<file path="src/rtl/serial_subtractor_if.sv">
// -----------------------------------------------------------------------------
// serial_subtractor_if
//
// Purpose:
//   Bundles the start/done request handshake, the operand inputs and the
//   result outputs of the bit-serial subtractor into one interface.
//
// Handshake semantics:
//   The requester raises start with a, b and bin valid. The request is taken
//   only on a rising clock edge where the subtractor is idle; busy rises right
//   after that edge, so a requester holding start can use busy as its
//   acceptance flag. Operands are don't-care at every other edge. done is a
//   one-cycle pulse meaning diff/bout/ovf were just updated; those three hold
//   their values until the next completion. start seen while busy or done
//   is high is dropped, not queued.
//
// Signals:
//   start  requester -> subtractor  request, sampled only when idle
//   a      requester -> subtractor  minuend (WIDTH bits)
//   b      requester -> subtractor  subtrahend (WIDTH bits)
//   bin    requester -> subtractor  borrow-in
//   busy   subtractor -> requester  high while bits are being processed
//   done   subtractor -> requester  one-cycle completion pulse
//   diff   subtractor -> requester  (a - b - bin) mod 2^WIDTH
//   bout   subtractor -> requester  borrow-out, 1 iff a < b + bin (unsigned)
//   ovf    subtractor -> requester  signed overflow flag
//
// Modports:
//   master  the requesting side
//   slave   the subtractor itself
// -----------------------------------------------------------------------------
interface serial_subtractor_if #(
  parameter int WIDTH = 8
);

  logic             start;
  logic [WIDTH-1:0] a;
  logic [WIDTH-1:0] b;
  logic             bin;
  logic             busy;
  logic             done;
  logic [WIDTH-1:0] diff;
  logic             bout;
  logic             ovf;

  modport master (
    output start,
    output a,
    output b,
    output bin,
    input  busy,
    input  done,
    input  diff,
    input  bout,
    input  ovf
  );

  modport slave (
    input  start,
    input  a,
    input  b,
    input  bin,
    output busy,
    output done,
    output diff,
    output bout,
    output ovf
  );

endinterface : serial_subtractor_if

</file>
<file path="src/rtl/serial_subtractor.sv">
// -----------------------------------------------------------------------------
// serial_subtractor
//
// Purpose:
//   Bit-serial WIDTH-bit subtractor computing diff = a - b - bin, one bit per
//   clock, LSB first. A single full-subtractor cell and a borrow flip-flop do
//   the arithmetic; a three-state FSM (IDLE, RUN, DONE) sequences it.
//
//   Timing, with the request accepted at edge k:
//     edges k+1 .. k+WIDTH  process bits 0 .. WIDTH-1
//     edge  k+WIDTH         results registered, done rises
//     edge  k+WIDTH+1       done falls, back to IDLE
//     edge  k+WIDTH+2       earliest edge a new request is accepted
//
// Ports:
//   clk        clock, all state changes on the rising edge
//   rst_n      asynchronous active-low reset
//   io         serial_subtractor_if.slave (start/a/b/bin in,
//              busy/done/diff/bout/ovf out)
//   dbg_state  current FSM state (0 IDLE, 1 RUN, 2 DONE)
// -----------------------------------------------------------------------------
module serial_subtractor #(
  parameter int WIDTH = 8
) (
  input  logic                  clk,
  input  logic                  rst_n,
  serial_subtractor_if.slave    io,
  output logic [1:0]            dbg_state
);

  localparam int CNT_W = (WIDTH > 2) ? $clog2(WIDTH) : 1;
  localparam logic [CNT_W-1:0] LAST_BIT = CNT_W'(WIDTH - 1);

  typedef enum logic [1:0] {
    ST_IDLE = 2'd0,
    ST_RUN  = 2'd1,
    ST_DONE = 2'd2
  } state_e;

  // ---------------------------------------------------------------------------
  // State registers
  // ---------------------------------------------------------------------------
  state_e           state_q,  state_d;
  logic [WIDTH-1:0] a_sh_q,   a_sh_d;    // minuend, shifted right each RUN edge
  logic [WIDTH-1:0] b_sh_q,   b_sh_d;    // subtrahend, shifted right each RUN edge
  logic [WIDTH-1:0] d_sh_q,   d_sh_d;    // result bits enter at the MSB
  logic             br_q,     br_d;      // running borrow
  logic [CNT_W-1:0] cnt_q,    cnt_d;     // index of the bit being processed
  logic             a_msb_q,  a_msb_d;   // operand sign bits kept for ovf
  logic             b_msb_q,  b_msb_d;
  logic             busy_q,   busy_d;
  logic             done_q,   done_d;
  logic [WIDTH-1:0] diff_q,   diff_d;
  logic             bout_q,   bout_d;
  logic             ovf_q,    ovf_d;

  // ---------------------------------------------------------------------------
  // Full-subtractor cell on the current LSBs
  // ---------------------------------------------------------------------------
  logic             a0;
  logic             b0;
  logic             d_bit;
  logic             br_next;
  logic [WIDTH-1:0] d_sh_next;

  always_comb begin
    a0        = a_sh_q[0];
    b0        = b_sh_q[0];
    d_bit     = a0 ^ b0 ^ br_q;
    // Borrow out when a0 < b0, or when the bits are equal and a borrow came in.
    br_next   = (~a0 & b0) | (~(a0 ^ b0) & br_q);
    d_sh_next = {d_bit, d_sh_q[WIDTH-1:1]};
  end

  // ---------------------------------------------------------------------------
  // Next-state logic
  // ---------------------------------------------------------------------------
  always_comb begin
    state_d = state_q;
    a_sh_d  = a_sh_q;
    b_sh_d  = b_sh_q;
    d_sh_d  = d_sh_q;
    br_d    = br_q;
    cnt_d   = cnt_q;
    a_msb_d = a_msb_q;
    b_msb_d = b_msb_q;
    busy_d  = busy_q;
    done_d  = done_q;
    diff_d  = diff_q;
    bout_d  = bout_q;
    ovf_d   = ovf_q;

    unique case (state_q)
      ST_IDLE: begin
        done_d = 1'b0;
        if (io.start) begin
          a_sh_d  = io.a;
          b_sh_d  = io.b;
          d_sh_d  = '0;
          br_d    = io.bin;
          cnt_d   = '0;
          a_msb_d = io.a[WIDTH-1];
          b_msb_d = io.b[WIDTH-1];
          busy_d  = 1'b1;
          state_d = ST_RUN;
        end
      end

      ST_RUN: begin
        a_sh_d = {1'b0, a_sh_q[WIDTH-1:1]};
        b_sh_d = {1'b0, b_sh_q[WIDTH-1:1]};
        d_sh_d = d_sh_next;
        br_d   = br_next;
        cnt_d  = cnt_q + CNT_W'(1);
        if (cnt_q == LAST_BIT) begin
          // Last bit: the outputs take the freshly completed word directly,
          // so they change only on this edge.
          cnt_d   = '0;
          diff_d  = d_sh_next;
          bout_d  = br_next;
          // Overflow only possible when operand signs differ; it happened if
          // the result sign disagrees with the minuend sign.
          ovf_d   = (a_msb_q != b_msb_q) && (d_bit != a_msb_q);
          busy_d  = 1'b0;
          done_d  = 1'b1;
          state_d = ST_DONE;
        end
      end

      ST_DONE: begin
        done_d  = 1'b0;
        state_d = ST_IDLE;
      end

      default: begin
        busy_d  = 1'b0;
        done_d  = 1'b0;
        state_d = ST_IDLE;
      end
    endcase
  end

  // ---------------------------------------------------------------------------
  // Registers
  // ---------------------------------------------------------------------------
  always_ff @(posedge clk or negedge rst_n) begin
    if (!rst_n) begin
      state_q <= ST_IDLE;
      a_sh_q  <= '0;
      b_sh_q  <= '0;
      d_sh_q  <= '0;
      br_q    <= 1'b0;
      cnt_q   <= '0;
      a_msb_q <= 1'b0;
      b_msb_q <= 1'b0;
      busy_q  <= 1'b0;
      done_q  <= 1'b0;
      diff_q  <= '0;
      bout_q  <= 1'b0;
      ovf_q   <= 1'b0;
    end else begin
      state_q <= state_d;
      a_sh_q  <= a_sh_d;
      b_sh_q  <= b_sh_d;
      d_sh_q  <= d_sh_d;
      br_q    <= br_d;
      cnt_q   <= cnt_d;
      a_msb_q <= a_msb_d;
      b_msb_q <= b_msb_d;
      busy_q  <= busy_d;
      done_q  <= done_d;
      diff_q  <= diff_d;
      bout_q  <= bout_d;
      ovf_q   <= ovf_d;
    end
  end

  // ---------------------------------------------------------------------------
  // Outputs
  // ---------------------------------------------------------------------------
  assign io.busy   = busy_q;
  assign io.done   = done_q;
  assign io.diff   = diff_q;
  assign io.bout   = bout_q;
  assign io.ovf    = ovf_q;
  assign dbg_state = state_q;

endmodule : serial_subtractor

</file>
<file path="src/flat_wrapper.sv">
// flat-port wrapper written by rule: the top's interface ports become plain ports
module serial_subtractor_flat 
#(
  parameter int WIDTH = 8
)
  (clk, rst_n, dbg_state, io_start, io_a, io_b, io_bin, io_busy, io_done, io_diff, io_bout, io_ovf);
  serial_subtractor_if #(.WIDTH(WIDTH)) io_i ();
  input  logic clk;
  input  logic rst_n;
  output logic [1:0] dbg_state;
  input wire logic [$bits(io_i.start)-1:0] io_start;
  input wire logic [$bits(io_i.a)-1:0] io_a;
  input wire logic [$bits(io_i.b)-1:0] io_b;
  input wire logic [$bits(io_i.bin)-1:0] io_bin;
  output wire logic [$bits(io_i.busy)-1:0] io_busy;
  output wire logic [$bits(io_i.done)-1:0] io_done;
  output wire logic [$bits(io_i.diff)-1:0] io_diff;
  output wire logic [$bits(io_i.bout)-1:0] io_bout;
  output wire logic [$bits(io_i.ovf)-1:0] io_ovf;
  assign io_i.start = io_start;
  assign io_i.a = io_a;
  assign io_i.b = io_b;
  assign io_i.bin = io_bin;
  assign io_busy = io_i.busy;
  assign io_done = io_i.done;
  assign io_diff = io_i.diff;
  assign io_bout = io_i.bout;
  assign io_ovf = io_i.ovf;
  serial_subtractor #(.WIDTH(WIDTH)) u_core (.clk(clk), .rst_n(rst_n), .io(io_i), .dbg_state(dbg_state));
endmodule
</file>
<file path="config.mk">
export PLATFORM = sky130hd
export DESIGN_NAME = serial_subtractor_flat
export DESIGN_NICKNAME = d
export VERILOG_FILES = /design/src/rtl/serial_subtractor_if.sv /design/src/rtl/serial_subtractor.sv /design/src/flat_wrapper.sv
export SDC_FILE = /design/constraint.sdc
export NUM_CORES = 1
export LEC_CHECK = 0
export BUFFER_PORTS_ARGS = -buffer_cell sky130_fd_sc_hd__buf_2
export CAP_MARGIN = 25
export CORE_MARGIN = 2
export CORE_UTILIZATION = 49
export DETAILED_ROUTE_END_ITERATION = 6
export PLACE_DENSITY_LB_ADDON = 0.3
export SYNTH_ARGS = -nofsm -noshare
export SYNTH_HDL_FRONTEND = slang
export SYNTH_SLANG_ARGS = --single-unit
</file>
<file path="constraint.sdc">
create_clock -name clk -period 1.5 [get_ports clk]
set_clock_uncertainty 0.1 [all_clocks]
set_input_delay 0.3 -clock clk [delete_from_list [all_inputs] [get_ports clk]]
set_output_delay 0.3 -clock clk [all_outputs]
set_load 0.02 [all_outputs]
</file>
Word-level counts from Yosys, hierarchy flattened
Index checks and enable logic that the tools add are counted.

Register bits: 44. Latch bits: 0. Bits in writable memories: 0. Memory bits (read-only): 0. Input port bits: 20. Output and inout port bits: 14. Logic and storage cells: 56. Memories: 0.

$add $sub $neg: 1. Multipliers: 0. Div/mod/pow operators: 0. Magnitude comparators: 0. Equality and inequality tests: 7. Shifts and indexed selects: 0. Muxes and demuxes: 19. Bitwise operators: 8. Reductions and logical operators: 8.

Operators with widths (number): case mux 8 bit (2 select lines) (3); 2-to-1 mux 8 bit (3); AND reduction 2 bit (4); 2-to-1 mux 3 bit (2); case mux 3 bit (2 select lines) (1); 2-to-1 mux 1 bit (5); 2-to-1 mux 2 bit (2); case mux 2 bit (2 select lines) (1); adder 3 x 1 -> 3 bit, second input constant (1); == test 3 bit, second input constant (1); NOT 1 bit (3); case mux 1 bit (3 select lines) (1); AND reduction 3 bit (1); bitwise AND 1 bit (2); == test 2 x 1 -> 1 bit, second input constant (1); == test 2 bit, second input constant (1); zero test 2 bit (1); inequality test 1 bit (2); inequality test 2 x 1 -> 1 bit, second input constant (1); inequality test 2 bit, second input constant (1); case mux 1 bit (2 select lines) (1); nonzero test 2 bit (1); XOR 1 bit (2); logical AND 1 bit (1); OR 1 bit (1).

Longest topological paths before layout
Depth after elaboration: 5. Gate-level depth with buffers: 6. Mapped depth without buffers: 5.

Worst setup path before layout
Ideal clock, no wire load.

Path type: flip-flop to flip-flop. Start point: register u_core.cnt_q[0]. End point: register u_core.diff_q[0], in the netlist u_core.io.diff[0]. Setup time: 125 ps. Arrival time: 1412 ps. Data required time: 1275 ps. Setup slack: -137 ps. Cell stages (with the launch flop): 6. Path buffers: 1. Period minus slack after synthesis: 1637 ps. Path through: dfrtp_1 -> ha_1 -> ha_1 -> nand3b_1 -> buf_4 -> mux2_2.

Word-level cells in the longest chain between the ends: 2.

Ends and longest elaborated chain: from (decl) (line serial_subtractor.sv:48) `logic [CNT_W-1:0] cnt_q, cnt_d;`; from (signal assigned) (line serial_subtractor.sv:167) `cnt_q <= cnt_d;`; == test 3 bit (line serial_subtractor.sv:115) `if (cnt_q == LAST_BIT) begin`; AND reduction 2 bit (no source line); to (signal assigned) (line serial_subtractor.sv:172) `diff_q <= diff_d;`; to (decl) (line serial_subtractor.sv:53) `logic [WIDTH-1:0] diff_q, diff_d;`.

No other way between the ends. A chain may end at the register's enable or synchronous reset.

Worst setup path after layout
Start point: register u_core.cnt_q[1]. End point: register u_core.diff_q[6], in the netlist u_core.io.diff[6].

Same word-level chain as after synthesis.

==> metrics.md <==
| Metric | Value |
|---|---|
| Run status | finished, violations left |
| Violated checks | negative setup slack |
| Total number of H-tree levels | 2 |
| Setup violations, final | 8 |
| Post-synthesis to final-layout area growth | 26.0% |
| TritonCTS buffer count | 5 |
| Relative slew margins | roughly three quarters |
| Largest family of logic cells by synthesized area | compound AO/OA/AOI/OAI gates |
| Arrival time of the worst setup path | 1630 ps |
| Top-count cell post-synth | sky130_fd_sc_hd__dfrtp_1 |
| CTS tree | built |
| Site row count | 22 |
| Maximum number of pins on one net before global-route repair | 30 |
| Wire length of the first global-routing pass | just over 6000 um |
| Number of failing hold endpoints at the final stage | 0 |
| Nets | between 200 and 250 |
| Num ports | 34 |
| Die Span Y | 64.8 um |
| Overall power after layout | 4.73 mW |
| Post-synthesis share of cell area spent on xor and xnor gates | 0% |
| Final antenna-violating net count | 0 |
| Portion of synthesized cell area occupied by the leading cell type | 59.4% |
| Total clock sinks | between 40 and 50 |
| Floorplan core area | 3610 sq um |
| Number of nets produced by synthesis | 171 |
| Category of the critical setup timing path | flop to flop |
| Number of different library cells in the post-synthesis netlist | 26 |
| Slew Viols, Final | 0 |
| WL per Instance | ~14 um |
| Clock transition at path regs | around 80 ps |
| Final WS setup | -45.5 ps |
| Endpoint kind of the worst setup timing path | flop |
| Die area | approximately 4200 sq um |
| Flop and latch count out of synthesis | between 40 and 50 |
| Leakage Power | about 1.1 nW |
| Maximum net fanout on the critical path | 10 |
| Share of the core filled with cells in the final layout | 63.4% |
| Syn Inst Count | roughly 150 |
| Warning count from the yosys run | 0 |
| CP Launch Point | u_core.cnt_q[1]$_DFFE_PN0P_ |
| Drt first-iter violations | 85 |
| DRC viols | 0 |
| Routability Congestion | 0.778 |
| Clk root buf | sky130_fd_sc_hd__clkbuf_8 |
| Footprint of the flip-flops and latches | ~1100 sq um |
| Via count of the first global-routing pass | ~1300 |
| Maximum vdd ir drop | ~770 uV |
| Filler cells | between 200 and 300 |
| Drt total wl | about 3500 um |
| Crit share post-route | 103% |
| Ratio of total power to cell area | about 2100 nW/um^2 |
| HP Start | io_b[7] |
| Library cell with the largest summed area after synthesis | sky130_fd_sc_hd__dfrtp_1 |
| Worst skew pair latency | roughly 300 ps |
| Transition time of the tightest slew-check pin | approximately 380 ps |
| Chip Width | 64.8 um |
| Average vias per placed instance | between 5 and 6 |
| Synth cell count leaders | sky130_fd_sc_hd__dfrtp_1 (43), sky130_fd_sc_hd__nand2_1 (19), sky130_fd_sc_hd__o21ai_0 (15) |
| Critical path launch point type | flop |
| Post-synthesis async set-or-reset flop share | 100% |
| Antenna Diode Count | 0 |
| Number of iterations in the first detailed-routing pass | 4 |
| Peak clock frequency supported by timing | approximately 0.65 GHz |
| Gr usage total | a little under a fifth |
| Via total after detailed routing | ~1300 |
| Critical register-to-register path startpoint | u_core.cnt_q[1]$_DFFE_PN0P_ |
| Port Buffer Count | 33 |
| Part of the Yosys area used for sequential elements | roughly 60% |
| Share of synthesized cell area in and, or, nand and nor gates | under 10% |
| Netlist area before placement | approximately 1800 sq um |
| Antenna violations before repair | 0 |
| Area of the multi-input gates | a little under 700 sq um |
| Arithmetic-cell share of the synthesized area counting full adders, half adders and majority gates | 2.48% |
| Minimum clock period after layout | 1550 ps |
| Initial core utilization | about half |
| Class of the worst hold path | input port to flop |
| Number of buffers on the longest clock path | 2 |
| Final HPWL DP | approximately 2500 um |
| Share of final-layout standard cells stronger than drive strength 1 | roughly 38% |
| Cells taking the most area after synthesis | sky130_fd_sc_hd__dfrtp_1 (59%), sky130_fd_sc_hd__a22oi_1 (5.8%), sky130_fd_sc_hd__a22o_1 (5.3%) |
| Avg Cell Area, Syn | between 10 and 15 sq um |
| Setup repair after global routing missed its margin | true |
| Ys flop type | sky130_fd_sc_hd__dfrtp_1 |
| Required time of the worst setup path | about 1600 ps |
| Post-synthesis mux area share | 6.63% |
| Compound-cell area share of the yosys netlist | 19.0% |
| EDFF count, synth | 0 |
| Maxcap violations | 0 |
| Total global routing overflow | 0 |
[flip-flops by register name, summed over array words and instances, names as in the netlist, 2 cells and up]
signal / count
u_core.a_sh_q: 8
u_core.b_sh_q: 8
u_core.cnt_q: 3
u_core.d_sh_q: 7
u_core.dbg_state: 2
u_core.io.diff: 8
[stage by stage]
step / instance area [sq um] / hold slack, ps / std cells / setup WS [ps] / TNS, ps
detailed placement: 2130 / 136 / 232 / -74.9 / -378
global route: 2280 / 145 / 243 / -101 / -713
floorplan: 1850 / -95.6 / 148 / -45.6 / -228
CTS: 2250 / 138 / 241 / -82.0 / -449
global placement: 2130 / 121 / 232 / -15.5 / -53.0
finish: 2280 / 144 / 243 / -45.5 / -330
[timing repair]
action,in CTS,in global routing
buffers inserted,0,2
endpoints found under the setup margin,9,12
hold buffers,1,0
gates cloned,0,0
gates resized for setup,2,7
endpoints found under the hold margin,14,0
pin swaps,2,1
[final timing paths]
path / to / slack, ps / depth (start not counted)
max: u_core.io.diff[6]$_DFFE_PN0P_ / -50 / 5
min: u_core.b_sh_q[7]$_DFFE_PN0P_ / 140 / 2
max reg2reg: u_core.io.diff[6]$_DFFE_PN0P_ / -50 / 5
min reg2reg: u_core.io.ovf$_DFFE_PN0P_ / 380 / 2
max in group asynchronous: u_core.b_sh_q[3]$_DFFE_PN0P_ / 470 / 3
min in group asynchronous: u_core.d_sh_q[4]$_DFFE_PN0P_ / 350 / 2
[where the power goes]
| group | total [mW] | internal (mW) | switching (mW) |
|---|---|---|---|
| clock | 0.893 | 0.496 | 0.397 |
| combinational | 1.87 | 0.977 | 0.892 |
| sequential | 1.96 | 1.64 | 0.325 |
[metal layers]
layer / routed length [um] / vias to the layer above / global-route usage, % / share of wire (%)
met1: 1580 / 636 / 25.5 / 45
met3: 162 / 3 / 5.21 / 4.7
met4: 44 / 0 / 5.59 / 1.3
met2: 1700 / 33 / 30.4 / 49
met5: 0 / - / 0 / 0
li1: - / 611 / - / -
[cell families (layout without fill, tap and decap cells)]
logic type / count (synthesis) / after routing
AOI/OAI and AO/OA: 50 / 50
adders and majority gates: 3 / 3
buffers and inverters: 15 / 62
DFF: 43 / 43
muxes: 10 / 10
and+or+nand+nor: 27 / 27
[critical path: stages, from the launching register on]
cell and delay [ps]:
sky130_fd_sc_hd__dfrtp_1 400, sky130_fd_sc_hd__ha_2 200, sky130_fd_sc_hd__ha_4 150, sky130_fd_sc_hd__nand3b_1 120
sky130_fd_sc_hd__buf_12 160, sky130_fd_sc_hd__mux2_4 300
[cells in the final DEF, fill, tap and decap left out]
cell type                       count
sky130_fd_sc_hd__ha_2               1
sky130_fd_sc_hd__clkbuf_8           5
sky130_fd_sc_hd__o22ai_1            1
sky130_fd_sc_hd__buf_4             11
sky130_fd_sc_hd__o21bai_4           1
sky130_fd_sc_hd__nand2_1           19
sky130_fd_sc_hd__ha_4               1
sky130_fd_sc_hd__bufinv_16          1
sky130_fd_sc_hd__clkinv_2           1
sky130_fd_sc_hd__mux2_4            10
sky130_fd_sc_hd__a22oi_1           14
sky130_fd_sc_hd__and2b_1            1
sky130_fd_sc_hd__dfrtp_1           43
sky130_fd_sc_hd__inv_2              2
sky130_fd_sc_hd__inv_1              3
sky130_fd_sc_hd__buf_2             33
sky130_fd_sc_hd__nor2b_2            1
sky130_fd_sc_hd__o21ai_1            5
sky130_fd_sc_hd__nor2b_4            1
sky130_fd_sc_hd__buf_12             3
sky130_fd_sc_hd__nor2b_1            1
sky130_fd_sc_hd__o21a_1             1
sky130_fd_sc_hd__nand3b_1           1
sky130_fd_sc_hd__and3b_1            1
sky130_fd_sc_hd__clkinv_4           1
sky130_fd_sc_hd__buf_6              1
sky130_fd_sc_hd__dlygate4sd3_1      1
sky130_fd_sc_hd__a21oi_1            4
sky130_fd_sc_hd__fa_2               1
sky130_fd_sc_hd__o21ai_0           13
sky130_fd_sc_hd__a22o_1            11
sky130_fd_sc_hd__nor2_1             2
[layout make-up]
cell class / instances / share of cell area (%)
clock buffer: 5 / 3.01
clock inverter: 3 / 1.92
inverter: 5 / 0.821
multi-input combinational: 90 / 30.1
sequential: 43 / 47.1
tap: 48 / 2.63
timing repair buffer: 49 / 14.4
(Power assumes the default switching activity.)
